### src/rtl/sys_array_2x2_drain_if.sv
// sys_array_2x2_drain_if: pop handshake bundle for the two result FIFOs (channels 0 and 1)
interface sys_array_2x2_drain_if #(parameter int WIDTH = 16);
  logic [WIDTH-1:0] fifo_4_out_data;
  logic fifo_4_read_valid;
  logic fifo_4_read_ready;
  logic [WIDTH-1:0] fifo_5_out_data;
  logic fifo_5_read_valid;
  logic fifo_5_read_ready;
  modport master(
    input fifo_4_out_data, fifo_4_read_ready, fifo_5_out_data, fifo_5_read_ready,
    output fifo_4_read_valid, fifo_5_read_valid
  );
  modport slave(
    output fifo_4_out_data, fifo_4_read_ready, fifo_5_out_data, fifo_5_read_ready,
    input fifo_4_read_valid, fifo_5_read_valid
  );
endinterface

### src/rtl/sys_array_2x2_drain.sv
// sys_array_2x2_drain: drains COUNT words from each of two result FIFOs into a buffer and sums them
module sys_array_2x2_drain #(
  parameter int WIDTH = 16,
  parameter int COUNT = 4,
  parameter int TIMEOUT = 64,
  parameter int ACC_WIDTH = 24
) (
  input  logic clk,
  input  logic rst,
  input  logic start,
  sys_array_2x2_drain_if.master fifo,
  input  logic [$clog2(2*COUNT)-1:0] rd_addr,
  output logic [WIDTH-1:0] rd_data,
  output logic [ACC_WIDTH-1:0] sum0,
  output logic [ACC_WIDTH-1:0] sum1,
  output logic busy,
  output logic valid,
  output logic timeout
);
  localparam int AW = $clog2(2*COUNT);
  localparam int CW = $clog2(COUNT+1);
  localparam int IW = $clog2(TIMEOUT);
  typedef enum logic [1:0] {IDLE, DRAIN, DONE, ERROR} state_t;
  state_t state;
  logic [CW-1:0] cnt0, cnt1, nxt0, nxt1;
  logic [IW-1:0] idle;
  logic [WIDTH-1:0] buffer [2*COUNT];
  logic pop0, pop1;
  assign fifo.fifo_4_read_valid = state == DRAIN && cnt0 < CW'(COUNT);
  assign fifo.fifo_5_read_valid = state == DRAIN && cnt1 < CW'(COUNT);
  assign pop0 = fifo.fifo_4_read_valid & fifo.fifo_4_read_ready;
  assign pop1 = fifo.fifo_5_read_valid & fifo.fifo_5_read_ready;
  assign nxt0 = cnt0 + CW'(pop0);
  assign nxt1 = cnt1 + CW'(pop1);
  assign busy = state == DRAIN;
  assign valid = state == DONE;
  assign timeout = state == ERROR;
  assign rd_data = int'(rd_addr) < 2*COUNT ? buffer[rd_addr] : '0;
  always_ff @(posedge clk or posedge rst)
    if (rst) begin
      state <= IDLE;
      cnt0 <= '0;
      cnt1 <= '0;
      idle <= '0;
      sum0 <= '0;
      sum1 <= '0;
      for (int i = 0; i < 2*COUNT; i++) buffer[i] <= '0;
    end else
      case (state)
        IDLE:
          if (start) begin
            state <= DRAIN;
            cnt0 <= '0;
            cnt1 <= '0;
            idle <= '0;
            sum0 <= '0;
            sum1 <= '0;
          end
        DRAIN: begin
          if (pop0) begin
            buffer[AW'(cnt0)] <= fifo.fifo_4_out_data;
            sum0 <= sum0 + ACC_WIDTH'(fifo.fifo_4_out_data);
          end
          if (pop1) begin
            buffer[AW'(COUNT) + AW'(cnt1)] <= fifo.fifo_5_out_data;
            sum1 <= sum1 + ACC_WIDTH'(fifo.fifo_5_out_data);
          end
          cnt0 <= nxt0;
          cnt1 <= nxt1;
          idle <= (pop0 | pop1) ? '0 : idle + 1'b1;
          // a pop in the limit cycle keeps the run alive
          if (nxt0 == CW'(COUNT) && nxt1 == CW'(COUNT)) state <= DONE;
          else if (!(pop0 | pop1) && idle == IW'(TIMEOUT-1)) state <= ERROR;
        end
        default:
          if (start) state <= IDLE;
      endcase
endmodule

### src/flat_wrapper.sv
// flat-port wrapper written by rule: the top's interface ports become plain ports
module sys_array_2x2_drain_flat 
#(
  parameter int WIDTH = 16,
  parameter int COUNT = 4,
  parameter int TIMEOUT = 64,
  parameter int ACC_WIDTH = 24
)
  (clk, rst, start, rd_addr, rd_data, sum0, sum1, busy, valid, timeout, fifo_fifo_4_out_data, fifo_fifo_4_read_ready, fifo_fifo_5_out_data, fifo_fifo_5_read_ready, fifo_fifo_4_read_valid, fifo_fifo_5_read_valid);
  sys_array_2x2_drain_if #(.WIDTH(WIDTH)) fifo_i ();
  input  logic clk;
  input  logic rst;
  input  logic start;
  input  logic [$clog2(2*COUNT)-1:0] rd_addr;
  output logic [WIDTH-1:0] rd_data;
  output logic [ACC_WIDTH-1:0] sum0;
  output logic [ACC_WIDTH-1:0] sum1;
  output logic busy;
  output logic valid;
  output logic timeout;
  input wire logic [$bits(fifo_i.fifo_4_out_data)-1:0] fifo_fifo_4_out_data;
  input wire logic [$bits(fifo_i.fifo_4_read_ready)-1:0] fifo_fifo_4_read_ready;
  input wire logic [$bits(fifo_i.fifo_5_out_data)-1:0] fifo_fifo_5_out_data;
  input wire logic [$bits(fifo_i.fifo_5_read_ready)-1:0] fifo_fifo_5_read_ready;
  output wire logic [$bits(fifo_i.fifo_4_read_valid)-1:0] fifo_fifo_4_read_valid;
  output wire logic [$bits(fifo_i.fifo_5_read_valid)-1:0] fifo_fifo_5_read_valid;
  assign fifo_i.fifo_4_out_data = fifo_fifo_4_out_data;
  assign fifo_i.fifo_4_read_ready = fifo_fifo_4_read_ready;
  assign fifo_i.fifo_5_out_data = fifo_fifo_5_out_data;
  assign fifo_i.fifo_5_read_ready = fifo_fifo_5_read_ready;
  assign fifo_fifo_4_read_valid = fifo_i.fifo_4_read_valid;
  assign fifo_fifo_5_read_valid = fifo_i.fifo_5_read_valid;
  sys_array_2x2_drain #(.WIDTH(WIDTH), .COUNT(COUNT), .TIMEOUT(TIMEOUT), .ACC_WIDTH(ACC_WIDTH)) u_core (.clk(clk), .rst(rst), .start(start), .fifo(fifo_i), .rd_addr(rd_addr), .rd_data(rd_data), .sum0(sum0), .sum1(sum1), .busy(busy), .valid(valid), .timeout(timeout));
endmodule
### config.mk
export PLATFORM = sky130hd
export DESIGN_NAME = sys_array_2x2_drain_flat
export DESIGN_NICKNAME = d
export VERILOG_FILES = /design/src/rtl/sys_array_2x2_drain_if.sv /design/src/rtl/sys_array_2x2_drain.sv /design/src/flat_wrapper.sv
export SDC_FILE = /design/constraint.sdc
export NUM_CORES = 1
export LEC_CHECK = 0
export ABC_CLOCK_PERIOD_IN_PS = 7950
export CAP_MARGIN = 30
export CELL_PAD_IN_SITES_DETAIL_PLACEMENT = 1
export CELL_PAD_IN_SITES_GLOBAL_PLACEMENT = 2
export CORE_MARGIN = 2
export CORE_UTILIZATION = 38
export CTS_CLUSTER_SIZE = 20
export DETAILED_ROUTE_END_ITERATION = 8
export GPL_ROUTABILITY_DRIVEN = 1
export MAX_ROUTING_LAYER = met4
export PLACE_DENSITY = 0.88
export SLEW_MARGIN = 25
export SYNTH_ARGS = -nofsm -noshare
export SYNTH_HDL_FRONTEND = slang
export SYNTH_SLANG_ARGS = --single-unit
### constraint.sdc
create_clock -name clk -period 7.95 [get_ports clk]
set_input_delay 0.795 -clock clk [delete_from_list [all_inputs] [get_ports clk]]
set_output_delay 0.795 -clock clk [all_outputs]
set_load 0.02 [all_outputs]
==> results.yml <==
min_path:
  hold_class: "flip-flop to flip-flop"
  holdCritStartpoint: "u_core.buffer[4]"
  whs_path_depth: 2
  whs_endpoint: "u_core.buffer[4]"
timing:
  tightest_slew_ns: 0.917
  rsz0062_at_grt: "false"
  fin_skew_ns: 0.0135
  setup_viol: 0
  min_period_ns: 3.80
  max_slew_margin_pct: 38.8
  setup_ws_ns: 4.15
  tns_ns: 0
  hold_viol: 0
  drv_slew: 0
  fmax_mhz: 263
  fin_crit_sh_pct: 47.8
layout:
  mostFrequentLayoutCells: "dfrtp_1 (190), clkdlybuf4s50_1 (106), nor2_1 (91)"
  fin_cells: 1375
  final_layout_size_suffix_gt1_share_pct: 17.6
  n_fill_cell: 2824
  antennaDiodeCount: 0
  syn2layout_area_growth_pct: 20.0
  layout_commonest_cell: "dfrtp_1"
  fin_util_pct: 46.6
  multiInputGateArea_um2: 5140
  regArea_um2: 4750
  nNetsFinal: 1106
detailed_routing:
  ant_nets: 0
  wl_per_cell_um: 20.4
  totalWireLength_um: 28100
  viasPerCell: 5.65
  drc: 7
  via_count: 7771
  drtIter0Drc: 386
  first_pass_iters: 7
floorplanning:
  pin_count: 109
  die-area_um2: 28000
  die_x_um: 167
  row_count: 59
  die_h_um: 167
  fp.coreArea_um2: 26100
  start_util_pct: 38.8
yosys:
  synth_top_family_by_area: "multiplexers"
  synthCells: 938
  synthFlopType: "dfrtp_1"
  synthXorXnorAreaFrac_pct: 2.16
  ys_seq_area_share_pct: 46.8
  synth_cell_types: 66
  synthTopCellsByArea: "dfrtp_1 (47%), mux2_2 (9.0%), mux4_2 (7.1%), ha_1 (4.6%), a21oi_1 (4.0%)"
  synth_fp_nets: 1017
  syn_avg_cell_area_um2: 10.8
  synth_edf_count: 0
  yosys.area_share.simple_pct: 12.0
  ys_async_sr_fraction_pct: 100
  yosysTopAreaCellShare_pct: 46.8
  yosysWarnings: 0
  ys_seq_elements: 190
  netlist_area_um2: 10200
  muxShareOfSynthArea_pct: 16.5
  yosys.area_share.adder_pct: 4.96
  yosysTopAreaCell: "dfrtp_1"
  synth-compound-area-share_pct: 14.8
clocking:
  cts_resized: 0
  postCtsSetupBuffers: 0
  htree_num_levels: 4
  root_buffer: "clkbuf_16"
  clock-sinks: 190
  cts_tree: "built"
  numCtsBuffers: 17
  ctsHoldBuffers: 0
  max-clock-path-buffers: 2
  clkLatencyLatePin_ns: 0.45
  cts.clk_slew.worst_paths_ns: 0.08
global_route:
  grt_pass1_vias: 8397
  grt_first_pass_wirelength_um: 46000
  grt_usage_pct: 21.3
  grt-ovfl-total: 0
  antenna_found_initial: 0
  grt_max_degree: 133
placement:
  dp_cells: 1340
  hpwl_um: 19900
  dp_slack_ns: 3.92
  portBuffers: 108
  gp_congestion: 0.824
power:
  ir_worst_vdd_mv: 0.223
  p_per_area_nw_per_um2: 420
  intPower_mw: 3.01
  p_sw_share_pct: 41.2
  power.share.combinational_pct: 49.1
  seqPwrFrac_pct: 33.9
  p_total_mw: 5.12
  clockPowerShare_pct: 17.0
  p_switching_mw: 2.11
  leakage_nw: 5.09
critical_path:
  critical_path_class: "primary input to output port"
  start_kind: "primary input"
  rrSetupSlack_ns: 4.48
  crit_chain: "buf_2 > mux4_2 > mux2_2 > clkdlybuf4s50_1"
  worstPathArrival_ns: 3.00
  end_kind: "output port"
  cp.required_ns: 7.15
  critPathSlowestCell: "buf_2"
  r2r-end: "u_core.state[1]"
  critPathBufInv: 2
  r2r_start: "u_core.state[0]"
  critical-path-top-delay-family: "buffers and inverters"
  worst_path_largest_cell_delay_ns: 0.69
  ff2ff_path_depth: 9
  cp_max_fo: 32
run_status:
  violations: "design-rule violations"
  status: "complete, but fails checks"
flow_run:
  cap_violations: 0
## sequential cells by signal, indices dropped and copies added, names as in the netlist
| name | cells |
|---|---|
| u_core.cnt0 | 3 |
| u_core.buffer | 128 |
| u_core.state | 2 |
| u_core.sum0 | 24 |
| u_core.sum1 | 24 |
| u_core.idle | 6 |
| u_core.cnt1 | 3 |
## cell type report
cell class | instances | area share, %
Timing Repair Buffer | 122 | 9.96
Sequential cell | 190 | 39.0
Clock inverter | 14 | 1.29
Tap cell | 335 | 3.44
Clock buffer | 18 | 3.60
Multi-Input combinational cell | 681 | 42.2
Inverter | 15 | 0.524
## metrics by stage
step | cell area [µm²] | hold WS, ns
5_1_grt | 12200 | 0.512
6_report | 12200 | 0.492
3_5_place_dp | 11500 | 0.471
3_3_place_gp | 11500 | 0.464
2_1_floorplan | 10200 | 0.445
4_1_cts | 12100 | 0.495
## worst max-delay path by stage
stage,start,endpoint,cells past startpoint
floorplan,rst,u_core.buffer[0],1
detailed placement,fifo_fifo_5_read_ready,u_core.state[1],9
global route,rd_addr[1],rd_data[12],4
CTS,rd_addr[1],rd_data[13],4
global placement,fifo_fifo_5_read_ready,u_core.state[1],9
finish,rd_addr[1],rd_data[13],4
## metal layers
metal,up-vias,global-route usage (%),part of all wire [%]
li1,3642,-,-
met1,3998,29.0,47
met2,119,34.4,49
met3,12,3.10,3.9
met4,0,4.12,0.67
met5,-,-,0
## worst register-to-register path, stage by stage (launching register included)
cell and delay, ns:
dfrtp_1 0.47, nor3b_2 0.20, nand2_1 0.55, inv_1 0.54, ha_1 0.34, ha_1 0.28, or4_1 0.52, nor3_1 0.29
o21ai_0 0.13, o21ai_0 0.09
## power by group through the flow
stage | Combinational, mW | Clock (mW) | Sequential (mW)
finish | 2.51 | 0.871 | 1.74
detailed placement | 2.50 | 0 | 1.76
CTS | 2.52 | 0.889 | 1.74
global placement | 2.42 | 0 | 1.74
global route | 2.78 | 0.928 | 1.80
floorplan | 1.64 | 0 | 1.75
## cells by family (layout without fill, tap and decap cells)
group | Yosys count | after routing
and+or+nand+nor | 260 | 260
muxes | 117 | 117
DFF | 190 | 190
xor gates and xnor gates | 25 | 25
buffers and inverters | 67 | 169
adders and majority gates | 39 | 39
AOI/OAI and AO/OA | 240 | 240
## cells in the mapped netlist, drive strengths merged, types with 19 or more instances
| master | n |
|---|---|
| a21o | 19 |
| a21oi | 82 |
| clkbuf | 38 |
| dfrtp | 190 |
| ha | 37 |
| mux2 | 82 |
| mux4 | 32 |
| nand2 | 72 |
| nand3 | 28 |
| nor2 | 93 |
| o21ai | 67 |
(Power assumes the default switching activity.)
